==> config.mk <==
export PLATFORM = sky130hd
export DESIGN_NAME = burrito_ctrl_flat
export DESIGN_NICKNAME = d
export VERILOG_FILES = /design/src/rtl/burrito_pkg.sv /design/src/rtl/burrito_if.sv /design/src/rtl/burrito_fetch.sv /design/src/rtl/burrito_ctrl.sv /design/src/flat_wrapper.sv
export SDC_FILE = /design/constraint.sdc
export NUM_CORES = 1
export LEC_CHECK = 0
export ABC_AREA = 1
export CAP_MARGIN = 20
export CORE_MARGIN = 4
export CORE_UTILIZATION = 45
export DETAILED_ROUTE_END_ITERATION = 10
export GPL_TIMING_DRIVEN = 0
export PLACE_DENSITY = 0.83
export SETUP_SLACK_MARGIN = 0.15
export SKIP_CTS_REPAIR_TIMING = 1
export SKIP_LAST_GASP = 1
export SYNTH_ARGS = -nofsm -noshare
export SYNTH_HDL_FRONTEND = slang
export SYNTH_SLANG_ARGS = --single-unit
export TNS_END_PERCENT = 20
==> constraint.sdc <==
create_clock -name clk -period 4.5 [get_ports clk]
set_input_delay 0.9 -clock clk [delete_from_list [all_inputs] [get_ports clk]]
set_output_delay 0.9 -clock clk [all_outputs]
set_load 0.02 [all_outputs]
==> src/rtl/burrito_pkg.sv <==
// Shared types and constants for the Burrito sequencer: instruction field
// layout, default HALT opcode and the controller state encoding.
package burrito_pkg;
  localparam int OP_W    = 5;
  localparam int RA_W    = 5;
  localparam int INSTR_W = 32;

  localparam int OP_LSB  = 27;
  localparam int OP1_LSB = 22;
  localparam int OP2_LSB = 17;
  localparam int RD_LSB  = 12;
  // Only the decoded fields are kept; the low 12 bits carry nothing.
  localparam int IR_W    = INSTR_W - RD_LSB;

  localparam logic [OP_W-1:0] HALT_OP_DEF = 5'h1F;

  typedef enum logic [2:0] {IDLE, FETCH, DECODE, EXEC, WB, HALT} state_t;

  typedef struct packed {
    logic [OP_W-1:0] op;
    logic [RA_W-1:0] op1;
    logic [RA_W-1:0] op2;
    logic [RA_W-1:0] rd;
  } fields_t;

  function automatic fields_t decode(input logic [IR_W-1:0] ir);
    return fields_t'(ir);
  endfunction
endpackage

==> src/rtl/burrito_if.sv <==
// Instruction-memory handshake plus register-file/ALU drive bundle.
interface burrito_if #(parameter int PC_W = 8);
  logic                          imem_req;
  logic [PC_W-1:0]               imem_addr;
  logic                          imem_ack;
  logic [burrito_pkg::INSTR_W-1:0] imem_data;
  logic [burrito_pkg::RA_W-1:0]  rf_ar1, rf_ar2, rf_aw;
  logic                          rf_we;
  logic [burrito_pkg::OP_W-1:0]  alu_op;
  logic [31:0]                   alu_c;
  logic [31:0]                   wb_data;

  modport master (output imem_req, imem_addr, rf_ar1, rf_ar2, rf_aw, rf_we,
                         alu_op, wb_data,
                  input  imem_ack, imem_data, alu_c);
  modport slave  (input  imem_req, imem_addr, rf_ar1, rf_ar2, rf_aw, rf_we,
                         alu_op, wb_data,
                  output imem_ack, imem_data, alu_c);
endinterface

==> src/rtl/burrito_fetch.sv <==
// Program counter, req/ack fetch handshake and instruction register.
module burrito_fetch
  import burrito_pkg::*;
#(
  parameter int PC_W = 8
) (
  input  logic               clk,
  input  logic               rst,
  input  logic               load_pc0,
  input  logic               advance,
  input  logic               fetch_go,
  input  logic               ack,
  input  logic [INSTR_W-1:0] data,
  output logic               req,
  output logic [PC_W-1:0]    pc,
  output logic [IR_W-1:0]    ir,
  output logic               instr_valid
);
  logic unused_lo;
  assign unused_lo = ^data[RD_LSB-1:0];

  // req follows the FETCH state directly so an async reset drops it at once.
  assign req         = fetch_go;
  assign instr_valid = fetch_go && ack;

  always_ff @(posedge clk or posedge rst) begin
    if (rst) begin
      pc <= '0;
      ir <= '0;
    end else begin
      if (load_pc0)     pc <= '0;
      else if (advance) pc <= pc + 1'b1;
      if (instr_valid)  ir <= data[INSTR_W-1:RD_LSB];
    end
  end
endmodule

==> src/rtl/burrito_ctrl.sv <==
// Burrito sequencer: FETCH/DECODE/EXEC/WB control, result register and
// retired-instruction counter around the fetch unit.
module burrito_ctrl
  import burrito_pkg::*;
#(
  parameter int              PC_W    = 8,
  parameter logic [OP_W-1:0] HALT_OP = HALT_OP_DEF,
  parameter int              RET_W   = 16
) (
  input  logic             clk,
  input  logic             rst,
  input  logic             start,
  burrito_if.master        bus,
  output logic             busy,
  output logic             halted,
  output logic [RET_W-1:0] retired
);
  state_t          state, nxt;
  logic [IR_W-1:0] ir;
  fields_t         f;
  logic            instr_valid, launch;

  assign launch = start && (state == IDLE || state == HALT);

  burrito_fetch #(.PC_W(PC_W)) u_fetch (
    .clk         (clk),
    .rst         (rst),
    .load_pc0    (launch),
    .advance     (state == WB),
    .fetch_go    (state == FETCH),
    .ack         (bus.imem_ack),
    .data        (bus.imem_data),
    .req         (bus.imem_req),
    .pc          (bus.imem_addr),
    .ir          (ir),
    .instr_valid (instr_valid)
  );

  // Field drives come straight from the IR, which only changes on a fetch ack,
  // so they hold their last values outside DECODE/EXEC/WB.
  assign f          = decode(ir);
  assign bus.rf_ar1 = f.op1;
  assign bus.rf_ar2 = f.op2;
  assign bus.rf_aw  = f.rd;
  assign bus.alu_op = f.op;
  assign bus.rf_we  = (state == WB);
  assign busy       = (state == FETCH) || (state == DECODE) ||
                      (state == EXEC)  || (state == WB);
  assign halted     = (state == HALT);

  always_ff @(posedge clk or posedge rst) begin
    if (rst) state <= IDLE;
    else     state <= nxt;
  end

  always_comb begin
    nxt = state;
    case (state)
      IDLE, HALT: if (start) nxt = FETCH;
      FETCH:      if (instr_valid) nxt = DECODE;
      DECODE:     nxt = (f.op == HALT_OP) ? HALT : EXEC;
      EXEC:       nxt = WB;
      WB:         nxt = FETCH;
      default:    nxt = IDLE;
    endcase
  end

  always_ff @(posedge clk or posedge rst) begin
    if (rst) begin
      bus.wb_data <= '0;
      retired     <= '0;
    end else begin
      if (state == EXEC) bus.wb_data <= bus.alu_c;
      if (launch)           retired <= '0;
      else if (state == WB) retired <= retired + 1'b1;
    end
  end
endmodule
==> src/flat_wrapper.sv <==
// flat-port wrapper written by rule: the top's interface ports become plain ports
module burrito_ctrl_flat import burrito_pkg::*;
#(
  parameter int              PC_W    = 8,
  parameter logic [OP_W-1:0] HALT_OP = HALT_OP_DEF,
  parameter int              RET_W   = 16
)
  (clk, rst, start, busy, halted, retired, bus_imem_req, bus_imem_addr, bus_rf_ar1, bus_rf_ar2, bus_rf_aw, bus_rf_we, bus_alu_op, bus_wb_data, bus_imem_ack, bus_imem_data, bus_alu_c);
  burrito_if #(.PC_W(PC_W)) bus_i ();
  input  logic clk;
  input  logic rst;
  input  logic start;
  output logic busy;
  output logic halted;
  output logic [RET_W-1:0] retired;
  output wire logic [$bits(bus_i.imem_req)-1:0] bus_imem_req;
  output wire logic [$bits(bus_i.imem_addr)-1:0] bus_imem_addr;
  output wire logic [$bits(bus_i.rf_ar1)-1:0] bus_rf_ar1;
  output wire logic [$bits(bus_i.rf_ar2)-1:0] bus_rf_ar2;
  output wire logic [$bits(bus_i.rf_aw)-1:0] bus_rf_aw;
  output wire logic [$bits(bus_i.rf_we)-1:0] bus_rf_we;
  output wire logic [$bits(bus_i.alu_op)-1:0] bus_alu_op;
  output wire logic [$bits(bus_i.wb_data)-1:0] bus_wb_data;
  input wire logic [$bits(bus_i.imem_ack)-1:0] bus_imem_ack;
  input wire logic [$bits(bus_i.imem_data)-1:0] bus_imem_data;
  input wire logic [$bits(bus_i.alu_c)-1:0] bus_alu_c;
  assign bus_imem_req = bus_i.imem_req;
  assign bus_imem_addr = bus_i.imem_addr;
  assign bus_rf_ar1 = bus_i.rf_ar1;
  assign bus_rf_ar2 = bus_i.rf_ar2;
  assign bus_rf_aw = bus_i.rf_aw;
  assign bus_rf_we = bus_i.rf_we;
  assign bus_alu_op = bus_i.alu_op;
  assign bus_wb_data = bus_i.wb_data;
  assign bus_i.imem_ack = bus_imem_ack;
  assign bus_i.imem_data = bus_imem_data;
  assign bus_i.alu_c = bus_alu_c;
  burrito_ctrl #(.PC_W(PC_W), .HALT_OP(HALT_OP), .RET_W(RET_W)) u_core (.clk(clk), .rst(rst), .start(start), .bus(bus_i), .busy(busy), .halted(halted), .retired(retired));
endmodule
# Word-level counts from Yosys, hierarchy flattened
# Index checks and enable logic that the tools add are counted.
# totals
reg_bits,79
out_inout_bits,80
word_cells,33
# op_classes
add_sub_neg,2
eq_ne,8
n_mux,8
n_reduce_logical,10
# ops
cell,n
two-way mux 16 bit,2
adder 16 x 1 -> 16 bit (second input constant),1
two-way mux 8 bit,2
case mux 3 bit (5 select lines),1
two-way mux 3 bit,3
adder 8 x 1 -> 8 bit (second input constant),1
equality test 3 x 2 -> 1 bit (second input constant),2
equality test 3 bit (second input constant),2
equality test 5 bit (second input constant),1
logical OR 1 bit,4
equality test 3 x 1 -> 1 bit (second input constant),1
zero test 3 bit,1
logical AND 1 bit,2
!= test 2 x 1 -> 1 bit (second input constant),1
!= test 2 bit (second input constant),1
AND reduction 2 bit,1
nonzero test 2 bit,1
OR reduction 2 bit,1

# Logic depth before layout (Yosys ltp)
# depth
word_depth,4
depth_mapped,8
mapped_depth_nobuf,8

# By module
# A second synthesis with hierarchy kept.
# unflattened
cells_unflattened,376
area_unflattened_um2,3711.1
# by_module_without_submodules
mod,instances,cells_each,area_per_inst_um2,seq_area_each_um2
burrito_ctrl,1,225,2466.1,1276.2
burrito_fetch,1,151,1244.9,700.7

# Worst setup path before layout
# Ideal clock, no wire load.
# synth_timing
path_kind,reg-to-output
from,register u_core.state[0]
to,output busy
t_arrival_ps,1077
required_time_ps,3600
path_slack_ps,2523
stages_incl_launch_ff,5
path_buffers,1
cell_sequence,dfrtp_1 -> nor2_2 -> nand2_4 -> buf_4 -> nand3b_1
# synth_via
elab_chain_cells,4
elab_cells_between_ends,7
cone_classes,eq/ne (4); reduce/logical (3)
# synth_lines
element,line_no,text
from (decl),burrito_ctrl.sv:18,"state_t state, nxt;"
from (signal assigned),burrito_ctrl.sv:53,else state <= nxt;
equality test 3 x 1 -> 1 bit / equality test 3 x 2 -> 1 bit (equally long branches),burrito_ctrl.sv:47,assign busy = (state == FETCH) || (state == DECODE) ||
logical OR 1 bit (2 in series),burrito_ctrl.sv:47,
logical OR 1 bit (*),burrito_ctrl.sv:48,(state == EXEC) || (state == WB);
to (decl),flat_wrapper.sv:13,output logic busy;
# Mark *: on every way between the ends. The rest lies on a longest branch, timed or not.

# Final worst setup path
# Same ends and word-level chain as after synthesis.

==> run_results.csv <==
group,metric,value,unit
floorplan,die-width,98.77,um
synth,postSynthCellCount,379,
critical_path,worst-r2r-setup-slack,3.04,ns
critical_path,path_class,"reg2out",
global_route,grt_use_total,19.68,%
power,total_leakage_power,2.579,nW
synth,ys_warn_count,0,
finish,layout_common_cells,"135 x clkdlybuf4s50_1, 100 x nand2_1, 79 x dfrtp_1, 39 x nand3_1, 33 x nor2_1",
power,power-per-cell-area,639.5,mW/mm^2
sta,final.setup.tns,0,ns
clock_tree,cts-root-to-sink-buffers,2,
floorplan,floorplan.initialDensity,47.00,%
synth,synth-main-ff-cell,"dfrtp_1",
routing,detail_route.vias_per_cell,4.984,
clock_tree,cts_tree,"yes",
routing,wl_per_cell,14.63,um
finish,final_util,68.97,%
power,peakVddDrop,415.3,uV
synth,number_of_enable_flip_flop_cells_after_synthesis,0,
clock_tree,cts_h_tree_depth,3,
synth,synth_area_per_cell,9.782,um^2
synth,syn_area,0.003707,mm^2
critical_path,worst_path_max_delay_cell,"clkdlybuf4s50_1",
power,design_power_total,0.003479,W
sta,whs,0.4746,ns
placement,place.gp.congestion,0.8343,
sta,fmax,334.4,MHz
finish,antennaDiodeCount,0,
worst_hold_path,hold_path.startpoint,"u_core.u_fetch.ir[5]",
global_route,grt_start_max_net_pins,44,
flow_run,drv.max_cap_violation_count,0,
critical_path,arrival,2.09,ns
sta,timing.max_slew.rel_slack,69.56,%
placement,detailed_place_hpwl,7.030,mm
worst_hold_path,hold_path_end,"u_core.u_fetch.ir[5]",
finish,area_delta_synth_final,46.74,%
critical_path,crit_chain,"nor2_2 -> nand2_4 -> buf_4 -> nand3b_1 -> clkdlybuf4s50_1",
global_route,grt-ovfl-total,0,
worst_hold_path,holdPathStages,2,
critical_path,crit_start,"u_core.state[0]",
finish,layout.cells.most_common,"clkdlybuf4s50_1",
critical_path,timing.critical_path.fanout_max,10,
sta,grt_setup_unrepaired,"no",
finish,layout-drive-gt1-share,13.56,%
clock_tree,clock_tree.root_cell,"clkbuf_8",
clock_tree,cts_made_buffers,9,
routing,post_route_antenna_net_violation_count,0,
sta,fin_skew,0.01303,ns
worst_hold_path,hp-class,"reg2reg",
sta,worst-slew-pin-transition,0.4567,ns
synth,ys_types,30,
clock_tree,clk_pin_slew,0.07,ns
sta,final_max_slew_viol_count,0,
floorplan,top_level_ports,148,
floorplan,core_area,0.007888,mm^2
sta,fin_crit,2.990,ns
clock_tree,clock_insertion_delay_worst_skew,0.34,ns
global_route,grt_first_pass_wirelength,15.64,mm
synth,postSynthNetCount,449,
global_route,number_of_global_route_vias_before_repair,3329,
critical_path,critPathCaptureType,"primary output",
placement,place.port_buffers,135,
sta,report.final.hold_viol_count,0,
global_route,number_of_antenna_violations_at_the_first_check_in_global_routing,0,
sta,setup_violations,0,
routing,detail_route.first_pass.iterations,4,
routing,totalWireLength,9.262,mm
critical_path,r2r.worst_path.cells,7,
critical_path,worst_setup_path_start_kind,"flop",
sta,final_min_period_over_clock_period,66.45,%
run_status,outcome,"complete, no violations",
critical_path,reg2reg_to,"u_core.retired[14]",
routing,vias,3155,
synth,seq_area_frac_synth,53.32,%
synth,synthArstFlopShare,100.0,%
critical_path,worst_path_largest_cell_delay,0.63,ns
synth,ys_seq_elements,79,
routing,detail_route.drc_violations,0,
floorplan,placementRows,32,
floorplan,floorplan.die_area,0.009755,mm^2
critical_path,worst-endpoint-required,3.60,ns
clock_tree,clock_sink_count,79,
routing,first_drt_iteration_drcs,104,
floorplan,die_h,98.77,um
critical_path,worst_r2r_startpoint,"u_core.retired[0]",
finish,fin_nets,596,
cell families after synthesis:
| kind of cell | count (synthesis) | synth area share (%) |
|---|---|---|
| AND/OR/NAND/NOR | 195 | 23.19 |
| flip-flops | 79 | 53.32 |
| XOR/XNOR | 3 | 0.7089 |
| multiplexers | 32 | 12.76 |
| buffers and inverters | 46 | 6.176 |
| AO/OA/AOI/OAI | 22 | 3.173 |
| adder cells (fa/ha/maj) | 2 | 0.6749 |
power by group:
part	internal [W]	switching (W)
logic	0.000889	0.000844
registers	0.000970	0.000170
clock network	0.000342	0.000263
synthesized netlist by cell type, types with 2 or more instances:
cell type  instances  share of area, %
nand2_1          100                10
dfrtp_1           79                53
nand3_1           39               5.3
nor2_1            33               3.3
mux2_4            30                12
inv_1             29               2.9
o21ai_0            9               1.2
a21oi_1            8               1.1
nand4_1            6               1.0
nor3_1             6              0.81
buf_6              5               1.5
buf_4              4              0.81
buf_2              3              0.40
inv_2              3              0.30
nand3b_1           3              0.61
nor2_4             3              0.91
clkbuf_1           2              0.20
ha_1               2              0.67
mux2_2             2              0.61
nand2_4            2              0.61
xor2_1             2              0.47
worst max-delay path by stage:
stage	slack, ns	cells past startpoint	to
finish	1.51	5	busy
global route	1.40	5	busy
CTS	1.48	5	busy
detailed placement	1.86	5	busy
global placement	0.34	2	u_core.u_fetch.ir[11]
floorplan	1.58	1	u_core.bus.wb_data[0]
worst max-delay path: cells and delay by family, from the launching register on:
family | cells | cell delay (ns)
buf+inv | 2 | 0.83
simple gates | 3 | 0.49
flops | 1 | 0.44
metal layers:
metal	up-vias	GRT usage (%)	part of all wire, %	routed length (um)
met2	125	33.42	51	4735
met5	-	0	0	0
met4	0	6.933	1.8	168
met3	15	4.529	6.5	604
met1	1489	24.60	41	3754
li1	1526	-	-	-
sequential cells by signal, indices dropped and copies added, names as in the netlist:
signal              flops
u_core.u_fetch.pc       8
u_core.state            3
u_core.u_fetch.ir      20
u_core.bus.wb_data     32
u_core.retired         16
layout make-up:
type                       count  area [um^2]
buffer                        14        108.9
clock buffer                  11        151.4
clock inverter                 5        80.08
fill                         615         2447
inverter                      32        122.6
multi-input combinational    254         1501
sequential                    79         1977
tap                          102        127.6
timing repair buffer         136         1371
through the flow:
step | area, um^2 | instances | worst slack (ns)
floorplan | 3707 | 379 | 1.577
global placement | 5186 | 616 | 0.3397
detailed placement | 5209 | 617 | 1.863
CTS | 5440 | 633 | 1.476
global route | 5440 | 633 | 1.401
finish | 5440 | 633 | 1.510
Note: power is estimated with default switching activity, not from simulation.
